`src/rtl/mem_arb_pkg.sv`:
```
// mem_arb_pkg: shared encodings, FSM state, command record and alignment check for mem_arbiter.
package mem_arb_pkg;
  localparam logic [1:0] BH_BYTE = 2'b01;
  localparam logic [1:0] BH_HALF = 2'b10;
  localparam logic [1:0] BH_WORD = 2'b00;
  typedef enum logic {IDLE, ACCESS} state_t;
  typedef struct packed {
    logic        we;
    logic        sign;
    logic [1:0]  bhop;
    logic [31:0] addr;
    logic [31:0] wdata;
    logic        port;
  } cmd_t;
  function automatic logic misaligned(input logic [1:0] bhop, input logic [1:0] a);
    return bhop == BH_BYTE ? 1'b0 : bhop == BH_HALF ? a[0] : a != 2'b00;
  endfunction
endpackage

```
`src/rtl/mem_arbiter_rr_arbiter.sv`:
```
// rr_arbiter: one-hot grant between two requesters, round-robin or port-0 priority on ties.
module rr_arbiter #(
  parameter int FIXED_PRIO = 0
) (
  input  logic       req0,
  input  logic       req1,
  input  logic       last_grant,
  output logic [1:0] gnt
);
  always_comb gnt = req0 && req1 ? ((FIXED_PRIO != 0 || last_grant) ? 2'b01 : 2'b10) : {req1, req0};
endmodule

```
`src/rtl/mem_arbiter.sv`:
```
// mem_arbiter: two-port arbiter in front of a combinational-read memory, one access per two cycles.
module mem_arbiter
  import mem_arb_pkg::*;
#(
  parameter int FIXED_PRIO = 0
) (
  input  logic        CLK,
  input  logic        reset,
  input  logic        req0,
  input  logic        we0,
  input  logic        sign0,
  input  logic [1:0]  bhop0,
  input  logic [31:0] addr0,
  input  logic [31:0] wdata0,
  output logic        gnt0,
  output logic        rvalid0,
  output logic [31:0] rdata0,
  output logic        err0,
  input  logic        req1,
  input  logic        we1,
  input  logic        sign1,
  input  logic [1:0]  bhop1,
  input  logic [31:0] addr1,
  input  logic [31:0] wdata1,
  output logic        gnt1,
  output logic        rvalid1,
  output logic [31:0] rdata1,
  output logic        err1,
  output logic        WE,
  output logic        signM,
  output logic [1:0]  Byte_Half_OpM,
  output logic [31:0] A,
  output logic [31:0] WD,
  input  logic [31:0] RD
);
  state_t      state_q, state_d;
  cmd_t        cmd_q, cmd_d;
  logic        last_q, last_d;
  logic [1:0]  rvalid_q, rvalid_d, err_q, err_d;
  logic [31:0] rdata0_q, rdata0_d, rdata1_q, rdata1_d;
  logic [1:0]  arb;
  logic        err;
  rr_arbiter #(.FIXED_PRIO(FIXED_PRIO)) u_arb (
    .req0      (req0),
    .req1      (req1),
    .last_grant(last_q),
    .gnt       (arb)
  );
  // grants are gated by reset so none is seen before the cycle after deassertion
  always_comb begin
    gnt0 = state_q == IDLE && !reset && arb[0];
    gnt1 = state_q == IDLE && !reset && arb[1];
    err = misaligned(cmd_q.bhop, cmd_q.addr[1:0]);
    state_d = gnt0 || gnt1 ? ACCESS : IDLE;
    last_d = gnt0 || gnt1 ? gnt1 : last_q;
    cmd_d = gnt1 ? {we1, sign1, bhop1, addr1, wdata1, 1'b1} :
            gnt0 ? {we0, sign0, bhop0, addr0, wdata0, 1'b0} : cmd_q;
    rvalid_d = state_q == ACCESS ? (cmd_q.port ? 2'b10 : 2'b01) : 2'b00;
    err_d = err ? rvalid_d : 2'b00;
    rdata0_d = rvalid_d[0] ? (err || cmd_q.we ? 32'h0 : RD) : rdata0_q;
    rdata1_d = rvalid_d[1] ? (err || cmd_q.we ? 32'h0 : RD) : rdata1_q;
    WE = state_q == ACCESS && cmd_q.we && !err;
    signM = cmd_q.sign;
    Byte_Half_OpM = cmd_q.bhop;
    A = cmd_q.addr;
    WD = cmd_q.wdata;
  end
  always_ff @(posedge CLK or posedge reset) begin
    if (reset) begin
      state_q <= IDLE;
      cmd_q <= '0;
      last_q <= 1'b1;
      rvalid_q <= 2'b00;
      err_q <= 2'b00;
      rdata0_q <= '0;
      rdata1_q <= '0;
    end else begin
      state_q <= state_d;
      cmd_q <= cmd_d;
      last_q <= last_d;
      rvalid_q <= rvalid_d;
      err_q <= err_d;
      rdata0_q <= rdata0_d;
      rdata1_q <= rdata1_d;
    end
  end
  assign rvalid0 = rvalid_q[0];
  assign rvalid1 = rvalid_q[1];
  assign err0 = err_q[0];
  assign err1 = err_q[1];
  assign rdata0 = rdata0_q;
  assign rdata1 = rdata1_q;
endmodule

```
`config.mk`:
```
export PLATFORM = sky130hd
export DESIGN_NAME = mem_arbiter
export DESIGN_NICKNAME = d
export VERILOG_FILES = /design/src/rtl/mem_arb_pkg.sv /design/src/rtl/mem_arbiter_rr_arbiter.sv /design/src/rtl/mem_arbiter.sv
export SDC_FILE = /design/constraint.sdc
export NUM_CORES = 1
export LEC_CHECK = 0
export CORE_MARGIN = 2
export CORE_UTILIZATION = 42
export DETAILED_ROUTE_END_ITERATION = 8
export GPL_TIMING_DRIVEN = 0
export HOLD_SLACK_MARGIN = 0.1
export PLACE_DENSITY = 0.89
export SLEW_MARGIN = 20
export SYNTH_ARGS = -nofsm -noshare
export SYNTH_HDL_FRONTEND = slang
export SYNTH_HIERARCHICAL = 1
export SYNTH_SLANG_ARGS = --single-unit
```
`constraint.sdc`:
```
create_clock -name CLK -period 4.55 [get_ports CLK]
set_input_delay 0.455 -clock CLK [delete_from_list [all_inputs] [get_ports CLK]]
set_output_delay 0.455 -clock CLK [all_outputs]
set_load 0.01 [all_outputs]
```
==> impl_metrics.toml, run 1 <==
[drt]
drtAntennaViolNets = 0
via_per_inst = 5.30
first_iter_violations = 313
drcViolationCount = 0
vias = 6251
dr.pass1.iters = 4
wl_mm = 22.1
wl_per_cell_um = 18.8

[timing]
hold_viol_final = 0
max_slew_margin = 0.605
period_share = 0.745
final_max_slew_viol_count = 0
setup_slack_ns = 1.16
worst_slew_pin_slew_ns = 0.593
max_freq_mhz = 295
holdWs_ns = 0.475
final-setup-viol-count = 0
finalClockSkew_ns = 0.00679
tns_ns = 0
period_needed_ns = 3.39
rsz0062_at_grt = "false"

[global_routing]
antenna_found_initial = 0
gr-usage-met3 = 0.0774
overflow = 0
grt_max_degree = 87
busiest_layer = "met2"
first_global_vias = 6313
use_met1 = 0.296
grt_pass1_wl_mm = 32.9
grt_use_met2 = 0.431
track_usage = 0.252

[logic_synthesis]
synth.area.top_cells = "dfrtp_1, and2_1, buf_4"
syn_avg_cell_area_um2 = 10.8
synth_top_family_by_area = "compound AO/OA/AOI/OAI gates"
synth_fp_nets = 794
synth_xor_area_frac = 0
synth_fa_ha_area_frac = 0
synth_compound_area_frac = 0.249
ys.warnings.count = 6
synth_simple_gate_area_share = 0.116
yosysTopAreaCell = "dfrtp_1"
ys_seq_elements = 139
synth.distinct_cells = 29
synth_area_um2 = 6730
syn-instance-count = 622
muxShareOfSynthArea = 0
ys_seq_area_frac = 0.517
netlist.area_leader.share = 0.513

[final_layout]
drive_gt1_frac = 0.150
mostFrequentLayoutCells = "clkdlybuf4s50_1, dfrtp_1, and2_1, buf_4"
num-nets-final = 1123
final_common_cell = "clkdlybuf4s50_1"
regArea_um2 = 3480
multi_input_area_um2 = 2460
stdcell_count = 1180
area_delta_synth_final_pct = 59.4
nFillCells = 1245
antenna_cells = 0

[pwr]
vdd_drop_max_mv = 0.282
p_leak_nw = 4.53
p_per_area_nw_per_um2 = 580
power.total_mw = 6.23

[setup_path]
required_ns = 4.09
crit_fanout = 10
critPathSlowestCell = "clkdlybuf4s50_1"
critPathLaunchType = "input port"
cp-end-kind = "primary output"
path_cells = "clkdlybuf4s50_1 > a21boi_0 > or3b_2 > clkbuf_1 > buf_2 > inv_1 > clkdlybuf4s50_1"
crit_top_cell = "clkdlybuf4s50_1"
arrival_ns = 2.94
critical_path.max_stage_delay_ns = 0.53
path_class = "in2out"

[die]
die_w_um = 131
dieArea_um2 = 17100
rows = 46
start_util = 0.427
core_um2 = 15800
pin_count = 310
dieHeight_um = 131

[placement]
dp_cells = 1148
dp_hpwl_mm = 16.1
pre_cts_ws_ns = 1.19
gp_congestion = 0.836
io_buffer_count = 309

[hold_path]
hp-class = "reg2reg"

[clock_tree]
ctsResizeCount = 0
cts-root-buf = "clkbuf_16"
cts_tree = "built"
numCtsBuffers = 17
htreeDepth = 4
cts_num_sinks = 139
clock_latency_ns = 0.41
clockBufferDepth = 2
holdBufCountCts = 0
postCtsSetupBuffers = 0
clkTransAtPathRegs_ns = 0.06

[run]
cap_violations = 0

[run_status]
outcome = "completed"
[cell usage after synthesis]
library cell    n
nor2_1          3
o22ai_1        44
nand2b_1        2
and3_1          1
a31oi_4         1
dfstp_2         1
a21boi_0        1
o2bb2ai_1      46
nand3_1         1
o21ai_0         1
or3b_4          1
or3b_2          1
clkbuf_1       37
or3b_1          1
a21oi_1        22
buf_2           9
buf_6           6
a31o_2         23
dfrtp_1       138
inv_1           7
buf_1           4
and2_1        110
nand2_1         5
buf_4          66
a31oi_1        46
a31o_1         41
or2_2           2
inv_2           1
a21boi_1        1
[power by group]
part	switching [mW]	internal (mW)	leakage (nW)	total [mW]
combinational	1.11	1.71	2.47	2.82
sequential	0.285	1.72	1.77	2.00
clock	0.548	0.861	0.293	1.41
total	1.95	4.28	4.53	6.23
[per-layer routing]
metal	vias to the layer above	wire, um	part of all wire
met2	302	11000	0.50
li1	2875	-	-
met5	-	0	0
met1	3033	8590	0.39
met3	41	1930	0.087
met4	0	587	0.027
[final timing paths]
| kind | from | end | slack, ns | cells past startpoint |
|---|---|---|---|---|
| setup / recovery | req1 | gnt1 | 1.16 | 7 |
| hold / removal | last_q$_DFFE_PP1P_ | last_q$_DFFE_PP1P_ | 0.47 | 2 |
| setup reg to reg | last_q$_DFFE_PP1P_ | A[0]$_DFFE_PP0P_ | 2.36 | 6 |
| hold reg to reg | last_q$_DFFE_PP1P_ | last_q$_DFFE_PP1P_ | 0.47 | 2 |
| max in group asynchronous | reset | rdata1[17]$_DFFE_PP0P_ | 3.21 | 3 |
| min in group asynchronous | reset | Byte_Half_OpM[1]$_DFFE_PP0P_ | 0.57 | 2 |
[flip-flops by register name (all words and copies together), names as in the netlist]
signal,count
WD,32
A,32
state_q,1
rvalid_q,2
Byte_Half_OpM,2
cmd_q,2
rdata0,32
last_q,1
err_q,2
rdata1,32
signM,1
[worst max-delay path, delay by kind of cell]
| kind | cells | cell delay [ns] |
|---|---|---|
| buffers and inverters | 5 | 1.53 |
| and+or+nand+nor | 1 | 0.49 |
| AOI/OAI and AO/OA | 1 | 0.46 |
[cell type report]
cell class | count | area share
Sequential cell | 139 | 0.324
Timing Repair Buffer | 310 | 0.291
Multi-Input combinational cell | 353 | 0.229
Buffer | 122 | 0.0710
Clock buffer | 17 | 0.0396
Tap cell | 216 | 0.0252
Clock inverter | 15 | 0.0162
Inverter | 8 | 0.00350
[cell families after synthesis]
| family | Yosys count |
|---|---|
| simple gates | 127 |
| compound gates | 226 |
| flops | 139 |
| buf+inv | 130 |
[stage by stage]
stage	util	area [um^2]
6_report	0.680	10700
5_1_grt	0.680	10700
4_1_cts	0.680	10700
3_5_place_dp	0.642	10100
3_3_place_gp	0.640	10100
2_1_floorplan	-	6730
(Power assumes the default switching activity.)
==> run 2: changes to the inputs <==
--- a/config.mk
+++ b/config.mk
@@ -6,11 +6,11 @@
 export NUM_CORES = 1
 export LEC_CHECK = 0
 export CORE_MARGIN = 2
-export CORE_UTILIZATION = 42
+export CORE_UTILIZATION = 38
 export DETAILED_ROUTE_END_ITERATION = 8
 export GPL_TIMING_DRIVEN = 0
 export HOLD_SLACK_MARGIN = 0.1
-export PLACE_DENSITY = 0.89
+export PLACE_DENSITY = 0.86
 export SLEW_MARGIN = 20
 export SYNTH_ARGS = -nofsm -noshare
 export SYNTH_HDL_FRONTEND = slang
==> constraint.sdc (replaced) <==
create_clock -name CLK -period 3 [get_ports CLK]
set_input_delay 0.3 -clock CLK [delete_from_list [all_inputs] [get_ports CLK]]
set_output_delay 0.3 -clock CLK [all_outputs]
set_load 0.01 [all_outputs]
==> run 2 against run 1 <==
Routed wire length is 0.76% higher. Non-clock buffer count is 3 higher. Highest routed layer unchanged. Flip-flop and latch count stayed put. Sequential power grew 52%. Count of clock-buffer cells in the layout unchanged. Largest cell class unchanged. Die area is 10% higher. Critical path depth is the same. Via count is 1.8% lower. Clock power grew 47%. Worst setup slack got worse by 1.0 ns. Cell count increased by 1.0%. Clock skew grew 0.0017 ns.
==> impl_metrics.toml, run 2 (synthesized netlist as in run 1, its figures left out) <==
[global_routing]
grt_max_degree = 32
busiest_layer = "met2"
antenna_found_initial = 0
overflow = 0
grt_use_met2 = 0.416
first_global_vias = 6463
track_usage = 0.236
use_met1 = 0.272
grt_pass1_wl_mm = 34.1
gr-usage-met3 = 0.0752

[drt]
drcViolationCount = 0
first_iter_violations = 247
via_per_inst = 5.15
vias = 6138
drtAntennaViolNets = 0
wl_per_cell_um = 18.7
dr.pass1.iters = 4
wl_mm = 22.3

[pwr]
p_per_area_nw_per_um2 = 869
vdd_drop_max_mv = 0.453
power.total_mw = 9.39
p_leak_nw = 4.56

[timing]
setup_slack_ns = 0.163
period_share = 0.946
period_needed_ns = 2.84
max_freq_mhz = 352
worst_slew_pin_slew_ns = 0.595
final_max_slew_viol_count = 0
max_slew_margin = 0.603
rsz0062_at_grt = "false"
finalClockSkew_ns = 0.00849
tns_ns = 0
hold_viol_final = 0
final-setup-viol-count = 0

[die]
core_um2 = 17300
pin_count = 310
dieHeight_um = 137
die_w_um = 137
rows = 48
start_util = 0.389
dieArea_um2 = 18800

[setup_path]
required_ns = 2.70
crit_fanout = 10
cp-end-kind = "primary output"
arrival_ns = 2.54
critPathSlowestCell = "clkdlybuf4s50_1"
path_cells = "clkdlybuf4s50_1 > a21boi_2 > or3b_2 > clkbuf_1 > buf_2 > inv_1 > clkdlybuf4s50_1"
critPathLaunchType = "input port"
path_class = "in2out"
critical_path.max_stage_delay_ns = 0.52
crit_top_cell = "clkdlybuf4s50_1"

[placement]
io_buffer_count = 309
pre_cts_ws_ns = -0.0653
dp_hpwl_mm = 17.0
gp_congestion = 0.831

[clock_tree]
clkTransAtPathRegs_ns = 0.07
cts_num_sinks = 139
clockBufferDepth = 2
htreeDepth = 4
cts-root-buf = "clkbuf_16"
holdBufCountCts = 0
numCtsBuffers = 17
clock_latency_ns = 0.42
postCtsSetupBuffers = 0
cts_tree = "built"

[run]
cap_violations = 0

[final_layout]
final_util = 0.625
area_delta_synth_final_pct = 60.6
antenna_cells = 0
num-nets-final = 1126
nFillCells = 1438
drive_gt1_frac = 0.156
final_common_cell = "clkdlybuf4s50_1"
mostFrequentLayoutCells = "clkdlybuf4s50_1, dfrtp_1, and2_1, buf_4"

[hold_path]
hp-class = "in2async"

[run_status]
outcome = "completed"
run 2: changes by cell type in the layout (fill, tap and decap cells not counted), moves of 2 or more:
| cell | change |
|---|---|
| buf_2 | -2 |
| bufinv_16 | -2 |
| buf_4 | +2 |
| clkinv_2 | -4 |
| buf_12 | +3 |
| inv_6 | +5 |
run 2: path summary, 6_finish.rpt:
kind,startpoint,end,slack (ns),depth (start not counted)
worst max-delay path,req1,gnt1,0.16,7
worst min-delay path,reset,WD[25]$_DFFE_PP0P_,0.34,2
worst max register to register,last_q$_DFFE_PP1P_,cmd_q[68]$_DFFE_PP0P_,1.00,7
worst min register to register,last_q$_DFFE_PP1P_,last_q$_DFFE_PP1P_,0.49,2
max in group asynchronous,reset,rdata1[16]$_DFFE_PP0P_,1.79,5
min in group CLK,wdata1[25],WD[25]$_DFFE_PP0P_,0.48,3
run 2: area by class of cell:
| class | count | area [um^2] | area share |
|---|---|---|---|
| Timing Repair Buffer | 314 | 3210 | 0.297 |
| Sequential cell | 139 | 3480 | 0.322 |
| Multi-Input combinational cell | 353 | 2470 | 0.228 |
| Inverter | 8 | 33.8 | 0.00312 |
| Tap cell | 225 | 282 | 0.0260 |
| Buffer | 121 | 763 | 0.0706 |
| Clock buffer | 17 | 425 | 0.0394 |
| Clock inverter | 15 | 151 | 0.0140 |
run 2: routing by layer:
layer,vias up,wire [um]
met5,-,0
met4,0,355
met3,23,1850
met2,260,11300
met1,2978,8840
li1,2877,-
run 2: what timing repair did:
action                                 4_1_cts  5_1_grt
cloned                                       0        0
pin swaps                                    0        0
endpoints found under the hold margin        0        0
resized for setup                            3        2
setup endpoints to repair                    2        2
run 2: power breakdown:
part | internal (mW) | leakage, nW | switching [mW]
Clock | 1.17 | 0.279 | 0.899
Combinational | 2.60 | 2.51 | 1.68
Sequential | 2.60 | 1.77 | 0.434
run 2: metrics by stage:
step                hold slack, ns  cells  instance area, um^2
floorplan                    0.441    622                 6740
global placement             0.458   1156                10100
detailed placement           0.467   1161                10200
CTS                          0.305   1193                10800
global route                 0.360   1192                10800
finish                       0.343   1192                10800
run 2: critical path, delay by kind of cell:
kind	cells	cell delay (ns)
buf+inv	5	1.50
simple gates	1	0.46
compound gates	1	0.26
